[src/rtl/pa_dispatch_pkg.sv]
// Shared dispatch definitions: functional-unit type codes, instruction field widths,
// the issue-scheduler state encoding and the packed instruction record.
package pa_dispatch_pkg;

  localparam int FTYPE_W   = 2;
  localparam int OPCODE_W  = 7;
  localparam int WBADDR_W  = 5;
  localparam int OPERAND_W = 16;

  localparam logic [FTYPE_W-1:0] FT_ARITH  = 2'd0;
  localparam logic [FTYPE_W-1:0] FT_LS     = 2'd1;
  localparam logic [FTYPE_W-1:0] FT_BRANCH = 2'd2;
  localparam logic [FTYPE_W-1:0] FT_REG    = 2'd3;

  typedef enum logic {
    RUN   = 1'b0,
    DRAIN = 1'b1
  } sched_state_t;

  typedef struct packed {
    logic [FTYPE_W-1:0]   ftype;
    logic                 is_wb;
    logic [WBADDR_W-1:0]  wb_addr;
    logic [OPCODE_W-1:0]  opcode;
    logic [OPERAND_W-1:0] p_operand;
    logic [OPERAND_W-1:0] s_operand;
  } instr_t;

  // Branch and reg-stack units exist once and are only reachable from lane A.
  function automatic logic is_shared(input logic [FTYPE_W-1:0] ft);
    return (ft == FT_BRANCH) || (ft == FT_REG);
  endfunction

endpackage

[src/rtl/issue_slot_reg.sv]
// Load-enabled register holding one instruction record; used for the hold slot
// and for both registered issue lanes.
module issue_slot_reg
  import pa_dispatch_pkg::*;
(
  input  logic   i_clk,
  input  logic   i_rst,
  input  logic   i_load,
  input  instr_t i_d,
  output instr_t o_q
);

  instr_t r_q;

  always_ff @(posedge i_clk) begin
    if (i_rst)       r_q <= '0;
    else if (i_load) r_q <= i_d;
  end

  assign o_q = r_q;

endmodule

[src/rtl/issue_scheduler.sv]
// Two-wide issue scheduler: steers or serialises B-lane shared-unit ops onto lane A,
// serialises same-bundle WAW pairs and inserts bubbles while the lane-A target unit is busy.
module issue_scheduler
  import pa_dispatch_pkg::*;
#(
  parameter int COUNT_WIDTH = 16
) (
  input  logic                   clock_i,
  input  logic                   reset_i,
  input  logic                   enableA_i,
  input  logic                   enableB_i,
  input  logic [FTYPE_W-1:0]     functionalTypeA_i,
  input  logic [FTYPE_W-1:0]     functionalTypeB_i,
  input  logic                   isWbA_i,
  input  logic                   isWbB_i,
  input  logic [WBADDR_W-1:0]    wbAddressA_i,
  input  logic [WBADDR_W-1:0]    wbAddressB_i,
  input  logic [OPCODE_W-1:0]    opCodeA_i,
  input  logic [OPCODE_W-1:0]    opCodeB_i,
  input  logic [OPERAND_W-1:0]   pOperandA_i,
  input  logic [OPERAND_W-1:0]   sOperandA_i,
  input  logic [OPERAND_W-1:0]   pOperandB_i,
  input  logic [OPERAND_W-1:0]   sOperandB_i,
  input  logic                   branchBusy_i,
  input  logic                   regBusy_i,
  output logic                   stall_o,
  output logic                   enableA_o,
  output logic                   enableB_o,
  output logic [FTYPE_W-1:0]     functionalTypeA_o,
  output logic [FTYPE_W-1:0]     functionalTypeB_o,
  output logic                   isWbA_o,
  output logic                   isWbB_o,
  output logic [WBADDR_W-1:0]    wbAddressA_o,
  output logic [WBADDR_W-1:0]    wbAddressB_o,
  output logic [OPCODE_W-1:0]    opCodeA_o,
  output logic [OPCODE_W-1:0]    opCodeB_o,
  output logic [OPERAND_W-1:0]   pOperandA_o,
  output logic [OPERAND_W-1:0]   sOperandA_o,
  output logic [OPERAND_W-1:0]   pOperandB_o,
  output logic [OPERAND_W-1:0]   sOperandB_o,
  output logic [COUNT_WIDTH-1:0] splitCount_o,
  output logic [COUNT_WIDTH-1:0] stallCount_o
);

  function automatic logic unit_busy(input instr_t ins, input logic br_busy, input logic rg_busy);
    return ((ins.ftype == FT_BRANCH) && br_busy) || ((ins.ftype == FT_REG) && rg_busy);
  endfunction

  function automatic logic [COUNT_WIDTH-1:0] sat_inc(input logic [COUNT_WIDTH-1:0] v);
    return (&v) ? v : v + 1'b1;
  endfunction

  sched_state_t            r_state, w_next_state;
  logic                    r_enA, r_enB;
  logic [COUNT_WIDTH-1:0]  r_split_cnt, r_stall_cnt;
  instr_t                  w_instA, w_instB, w_held, w_laneA, w_laneB, r_outA, r_outB;
  logic                    w_enA_n, w_enB_n, w_load_hold, w_split, w_bubble, w_stall;
  logic                    w_steer, w_conflict, w_cand_en;
  instr_t                  w_cand;

  assign w_instA = '{ftype: functionalTypeA_i, is_wb: isWbA_i, wb_addr: wbAddressA_i,
                     opcode: opCodeA_i, p_operand: pOperandA_i, s_operand: sOperandA_i};
  assign w_instB = '{ftype: functionalTypeB_i, is_wb: isWbB_i, wb_addr: wbAddressB_i,
                     opcode: opCodeB_i, p_operand: pOperandB_i, s_operand: sOperandB_i};

  assign w_steer    = !enableA_i && enableB_i && is_shared(functionalTypeB_i);
  assign w_conflict = enableA_i && enableB_i &&
                      (is_shared(functionalTypeB_i) ||
                       (isWbA_i && isWbB_i && (wbAddressA_i == wbAddressB_i)));
  assign w_cand     = w_steer ? w_instB : w_instA;
  assign w_cand_en  = enableA_i || w_steer;

  always_comb begin
    w_next_state = r_state;
    w_laneA      = w_instA;
    w_laneB      = w_instB;
    w_enA_n      = 1'b0;
    w_enB_n      = 1'b0;
    w_load_hold  = 1'b0;
    w_split      = 1'b0;
    w_bubble     = 1'b0;
    w_stall      = 1'b0;
    case (r_state)
      RUN: begin
        if (w_cand_en && unit_busy(w_cand, branchBusy_i, regBusy_i)) begin
          w_laneA  = w_cand;
          w_bubble = 1'b1;
          w_stall  = 1'b1;
        end else if (w_steer) begin
          w_laneA = w_instB;
          w_enA_n = 1'b1;
        end else if (w_conflict) begin
          // B is parked in the hold slot, so decode is free to move on this cycle.
          w_enA_n      = 1'b1;
          w_load_hold  = 1'b1;
          w_split      = 1'b1;
          w_next_state = DRAIN;
        end else begin
          w_enA_n = enableA_i;
          w_enB_n = enableB_i;
        end
      end
      DRAIN: begin
        w_stall = 1'b1;
        w_laneA = w_held;
        if (unit_busy(w_held, branchBusy_i, regBusy_i)) begin
          w_bubble = 1'b1;
        end else begin
          w_enA_n      = 1'b1;
          w_next_state = RUN;
        end
      end
      default: w_next_state = RUN;
    endcase
  end

  always_ff @(posedge clock_i) begin
    if (reset_i) begin
      r_state     <= RUN;
      r_enA       <= 1'b0;
      r_enB       <= 1'b0;
      r_split_cnt <= '0;
      r_stall_cnt <= '0;
    end else begin
      r_state <= w_next_state;
      r_enA   <= w_enA_n;
      r_enB   <= w_enB_n;
      if (w_split)  r_split_cnt <= sat_inc(r_split_cnt);
      if (w_bubble) r_stall_cnt <= sat_inc(r_stall_cnt);
    end
  end

  issue_slot_reg u_hold (
    .i_clk(clock_i), .i_rst(reset_i), .i_load(w_load_hold), .i_d(w_instB), .o_q(w_held)
  );
  issue_slot_reg u_lane_a (
    .i_clk(clock_i), .i_rst(reset_i), .i_load(1'b1), .i_d(w_laneA), .o_q(r_outA)
  );
  issue_slot_reg u_lane_b (
    .i_clk(clock_i), .i_rst(reset_i), .i_load(1'b1), .i_d(w_laneB), .o_q(r_outB)
  );

  // Reset forces stall low even if the bundle was being held at the time.
  assign stall_o           = w_stall && !reset_i;
  assign enableA_o         = r_enA;
  assign enableB_o         = r_enB;
  assign functionalTypeA_o = r_outA.ftype;
  assign functionalTypeB_o = r_outB.ftype;
  assign isWbA_o           = r_outA.is_wb;
  assign isWbB_o           = r_outB.is_wb;
  assign wbAddressA_o      = r_outA.wb_addr;
  assign wbAddressB_o      = r_outB.wb_addr;
  assign opCodeA_o         = r_outA.opcode;
  assign opCodeB_o         = r_outB.opcode;
  assign pOperandA_o       = r_outA.p_operand;
  assign sOperandA_o       = r_outA.s_operand;
  assign pOperandB_o       = r_outB.p_operand;
  assign sOperandB_o       = r_outB.s_operand;
  assign splitCount_o      = r_split_cnt;
  assign stallCount_o      = r_stall_cnt;

endmodule

[config.mk]
export PLATFORM = sky130hd
export DESIGN_NAME = issue_scheduler
export DESIGN_NICKNAME = d
export VERILOG_FILES = /design/src/rtl/pa_dispatch_pkg.sv /design/src/rtl/issue_slot_reg.sv /design/src/rtl/issue_scheduler.sv
export SDC_FILE = /design/constraint.sdc
export NUM_CORES = 1
export LEC_CHECK = 0
export ABC_AREA = 1
export CORE_MARGIN = 2
export CORE_UTILIZATION = 50
export CTS_BUF_LIST = sky130_fd_sc_hd__clkbuf_8 sky130_fd_sc_hd__clkbuf_16
export DETAILED_ROUTE_END_ITERATION = 8
export PLACE_DENSITY_LB_ADDON = 0.25
export SLEW_MARGIN = 20
export SYNTH_ARGS = -nofsm -noshare
export SYNTH_HDL_FRONTEND = slang
export SYNTH_HIERARCHICAL = 1
export SYNTH_SLANG_ARGS = --single-unit
[constraint.sdc]
create_clock -name clock_i -period 2.3 [get_ports clock_i]
set_input_delay 0.575 -clock clock_i [delete_from_list [all_inputs] [get_ports clock_i]]
set_output_delay 0.575 -clock clock_i [all_outputs]
set_load 0.02 [all_outputs]
# Word level (Yosys, flattened, before mapping)

Index checks and enable logic that the tools add are counted.
W data, S select, Z words.

Register bits after elaboration: 176
Latch bits: 0
Memory bits (writable): 0
ROM bits: 0
Bits of input ports: 100
Output and inout port bits: 129
Word-level logic and storage cells: 75
Memories kept: 0

Add/sub/neg operators: 2
$mul: 0
Div/mod/pow operators: 0
Order comparisons: 0
Equal/unequal tests: 7
Shift-type cells: 0
Multiplexer cells: 16
Bitwise operators: 3
Reductions and logical operators: 24

Operators with widths:

| operator                | count |
|---|---|
| $pmux W47 S2            | 1 |
| $mux W47                | 1 |
| $add A16 B1 Y16 const B | 2 |
| $reduce_and A16 Y1      | 2 |
| $eq A2 B2 Y1 const B    | 6 |
| $logic_and A1 B1 Y1     | 12 |
| $mux W1                 | 10 |
| $pmux W1 S2             | 4 |
| $eq A5 B5 Y1            | 1 |
| $logic_or A1 B1 Y1      | 5 |
| $reduce_or A5 Y1        | 1 |
| $reduce_and A2 Y1       | 2 |
| $not A1 Y1              | 3 |
| $logic_not A1 Y1        | 2 |

# Longest topological paths before layout

Depth in word-level cells: 11
Mapped depth: 14
Mapped depth without buffers: 11

# Cells and area by module

The synthesis kept the hierarchy.

By module, submodules not included:

| module          | instances | cells each | area each (sq um) | seq. area each (sq um) |
|---|---|---|---|---|
| issue_slot_reg  | 3         | 298        | 1,910.6           | 940.9 |
| issue_scheduler | 1         | 539        | 3,199.3           | 700.7 |

# Least setup slack after synthesis

OpenSTA, ideal clock, no wires.

Path type: input port to flip-flop
Start point: input enableA_i
End point: register u_hold.r_q, in the netlist u_hold/o_q[18]
Setup time: 0.113 ns
Arrival: 1.900 ns
Data required time: 2.187 ns
Setup slack: 0.288 ns
Stages: 13
Path buffers: 3
Cell sequence: inv_2 > nand3_1 > nand2_1 > nand3_1 > nand3_2 > nand2_4 > nor2_4 > buf_4 > buf_2 > buf_2 > nand2_1 > nand2_1 > nor2_1

Cells in the longest elaborated chain, start to end: 10
Elaborated cells on any way between the ends: 17
Those cells by class: eq/ne (2); mux (5); reduce/logical (10)

RTL lines:

| element                           | line                  | RTL |
|---|---|---|
| start, declared                   | issue_scheduler.sv:10 | `input logic enableA_i,` |
| $logic_not A1 Y1                  | issue_scheduler.sv:66 | `assign w_steer = !enableA_i && enableB_i && is_shared(functionalTypeB_i);` |
| $logic_and A1 B1 Y1 (2 in series) | issue_scheduler.sv:66 |  |
| $mux W47                          | issue_scheduler.sv:70 | `assign w_cand = w_steer ? w_instB : w_instA;` |
| $eq A2 B2 Y1                      | issue_scheduler.sv:46 | `return ((ins.ftype == FT_BRANCH) && br_busy) \|\| ((ins.ftype == FT_REG) && rg_busy);` |
| $logic_and A1 B1 Y1               | issue_scheduler.sv:46 |  |
| $logic_or A1 B1 Y1                | issue_scheduler.sv:46 |  |
| $logic_and A1 B1 Y1               | issue_scheduler.sv:85 | `if (w_cand_en && unit_busy(w_cand, branchBusy_i, regBusy_i)) begin` |
| $mux W1 *                         | issue_scheduler.sv:85 |  |
| $mux W1 *                         | issue_scheduler.sv:83 | `case (r_state)` |
| named net w_load_hold             | issue_scheduler.sv:57 | `logic w_enA_n, w_enB_n, w_load_hold, w_split, w_bubble, w_stall;` |
| end signal, assigned              | issue_slot_reg.sv:17  | `else if (i_load) r_q <= i_d;` |
| end, declared                     | issue_slot_reg.sv:13  | `instr_t r_q;` |

Mark *: on every way through the listed nets, which the timed path passes. The rest lies on a longest branch.
A chain may end at the register's enable or synchronous reset.

# Final worst setup path

Start point: register r_stall_cnt[10] (netlist: stallCount_o[10])
End point: output stallCount_o[10]

RTL lines:

| element                | line                   | RTL |
|---|---|---|
| start, declared        | issue_scheduler.sv:55  | `logic [COUNT_WIDTH-1:0] r_split_cnt, r_stall_cnt;` |
| start signal, assigned | issue_scheduler.sv:129 | `if (w_bubble) r_stall_cnt <= sat_inc(r_stall_cnt);` |
| end, declared          | issue_scheduler.sv:42  | `output logic [COUNT_WIDTH-1:0] stallCount_o` |

No word-level cell between the ends.

==> run metrics <==
Synth Flop Type=dfxtp_1; r2r endpoint=splitCount_o[9]; CP max-delay cell=clkdlybuf4s50_1; CTS tree=done; Crit. Startpoint=stallCount_o[10]; Slew @ Worst Pin=between 500 and 600 ps; FF+latch count, synth=roughly 180; critical path peak fanout=7; Routed Antenna Nets=0; share of layout cells above drive strength 1=around 7.4%; Tcrit/Tclk final=between 90% and 100%; vias in the first global route=8127; hold endpoint=u_hold/o_q[11]; global route overflow=0; DP HPWL=16800 um; fin nets=~1800; setup repair bufs after CTS=0; hold depth=2; post-synth top area cell=dfxtp_1; final setup TNS=0 ps; fmax=between 0.4 and 0.5 GHz; CP required=between 1500 and 2000 ps; CP bufs+invs=1; element type at the critical path start=flop; VDD IR max=between 0.5 and 0.6 mV; total power=approximately 0.0079 W; Routed WL=24900 um; Power Dens Cells=approximately 650 nW/um^2; Rel. slew slack=61.6%; Max Root-Sink Buffers=2; unique cell type count in the Yosys netlist=32; num rows=48; Die Span Y=~140 um; largest net degree at the start of global routing=between 90 and 100; RSZ-0062 raised after global routing=false; footprint of the multi-input gates=approximately 4400 sq um; reg2reg start=splitCount_o[0]; share of the synthesized area in the top cell type=approximately two fifths; reg2reg path depth=9; clk_skew=between 8 and 9 ps; Die Width=between 100 and 150 um; hold path startpoint=u_hold/o_q[11]; I/O pins=about 230; R2R Setup Slk=roughly 330 ps; post-route worst hold slack=~470 ps; register area share after synthesis=39.5%; Post-synth ARST share=0%; Die Area=~19000 sq um; DR pass1 iterations=5; synthesized area per cell=between 6 and 7 sq um; vias per cell=between 4 and 5; top-count cell post-synth=nand2_1; max-cap violations=0; Seq. cell area=between 3000 and 4000 sq um; via count=~9200; Fin. Hold Viols=0; Non-Filler Instances=1893; global-route wire length before repair=approximately 39000 um; # fillers=about 1600; Leakage=between 5 and 6 nW; core area=17400 sq um; Global Route Usage Sum=26.0%; Final setup viols=0; Initial Utilization=between 50% and 60%; top post-synthesis cells by area=dfxtp_1 39%, nand2_1 19%, nor2_1 15%; IO buf count=between 200 and 250; placed cells=about 1900; initial antenna violation count=1; cell area after synthesis=about 9000 sq um; top cells by instance count after synthesis=444 x nand2_1, 356 x nor2_1, 178 x inv_1; area delta synth->final=36.5%; status=finished, final reports clean; DR iter-0 viols=around 520; number of synthesized flops with an enable pin=0; Worst Path Arrival=around 1600 ps; Sink Count=176; Tmin final=2210 ps; max incr delay on CP=roughly 680 ps; total CTS buffers=17; Skew-Pair Late Insertion Delay=430 ps; CP endpoint kind=primary output; antenna cells=0; worst min path class=flop to flop; drt wl/cell=13.1 um; Crit path max-delay family=buffers and inverters; Clock transition at path regs=roughly 70 ps; Root Driver=clkbuf_16; Gate Count Post-Synth=~1400; GPL Wtd Cong=about 0.87; kind of critical path=flop to primary output; Synthesis Warnings=6; DRC viols=0; CP Cell Sequence=clkdlybuf4s50_1; Pins Over Slew Limit=0; H-tree depth=4
==> what timing repair did <==
item                                    CTS  global route
hold buffers                              0             0
endpoints found under the hold margin     0             0
endpoints found under the setup margin    1             1
gates resized for setup                   9             1
==> metrics by stage <==
| stage | instance area [sq um] | setup WS [ps] | util [%] |
|---|---|---|---|
| floorplan | 8960 | 288 | - |
| global placement | 11600 | -545 | 66.6 |
| detailed placement | 11600 | -538 | 66.6 |
| CTS | 12200 | 77.3 | 70.2 |
| global route | 12200 | 6.22 | 70.3 |
| finish | 12200 | 85.6 | 70.3 |
==> worst max path at each step <==
stage                             to  slack [ps]  depth (start not counted)
floorplan             u_hold/o_q[18]         290                         13
global placement             stall_o        -540                          8
detailed placement           stall_o        -540                          7
CTS                 stallCount_o[10]          80                          1
global route                 stall_o           6                          8
finish              stallCount_o[10]          90                          1
==> sequential cells by signal, summed over array words and instances, names as in the netlist <==
| signal | cells |
|---|---|
| u_lane_a/o_q | 47 |
| enableB_o | 1 |
| stallCount_o | 16 |
| r_state | 1 |
| enableA_o | 1 |
| u_lane_b/o_q | 47 |
| u_hold/o_q | 47 |
| splitCount_o | 16 |
==> placed cells by master (no fill, tap or decap), types with 5 or more instances in the layout <==
cell             netlist  routed
inv_1                178     175
conb_1                 1       8
buf_4                 14      39
xor2_1                16      16
nor2_1               356     355
nor3_1                 5       5
nand4_1               19      19
a21oi_2               10      10
buf_12                 0       7
nand2_1              444     444
dfxtp_1              176     176
a31oi_1               45      45
clkbuf_16              0      17
nand2_2               12      12
o21ai_0                7       7
clkdlybuf4s50_1        0     223
inv_2                  4       7
nand3_1               34      33
a21oi_1               24      24
xnor2_1                7       7
inv_6                  0       7
==> power by group <==
part	total, W	leakage [nW]	switching (W)	internal [W]
Clock	0.00319	0.312	0.00133	0.00186
Sequential	0.00331	1.45	0.0000883	0.00322
Combinational	0.00140	4.12	0.000759	0.000640
==> layer usage <==
metal	GRT usage, %	routed length (um)	vias up
met2	44.2	11800	298
li1	-	-	4748
met4	7.90	341	2
met3	5.96	1760	28
met5	0	16	-
met1	32.8	11000	4096
==> worst register-to-register path, stage by stage, from the launching register on <==
cell and delay [ps]:
dfxtp_1 440, ha_1 240, nand2_2 90, nor3_4 270
nand2_2 130, nor2_4 120, nand2_4 140, nand2_4 250
nand2_2 90, a21oi_2 130
==> cells by family (layout without fill, tap and decap cells) <==
family | count (synthesis) | in the layout | synth area share (%)
simple gates | 884 | 884 | 39.8
other cells | 1 | 8 | 0.0420
compound gates | 88 | 88 | 6.01
flops | 176 | 176 | 39.5
fa+ha+maj | 2 | 2 | 0.280
buf+inv | 259 | 487 | 12.2
xor+xnor | 23 | 23 | 2.26
==> layout make-up <==
type                            count  share of cell area, %
Clock buffer                       17                   3.49
Multi-Input combinational cell   1005                   35.8
Tap cell                          225                   2.31
Inverter                          182                   5.60
Clock inverter                     15                   1.79
Timing Repair Buffer              273                   22.1
Sequential cell                   176                   28.9
Power figures use the tool's default switching activity.
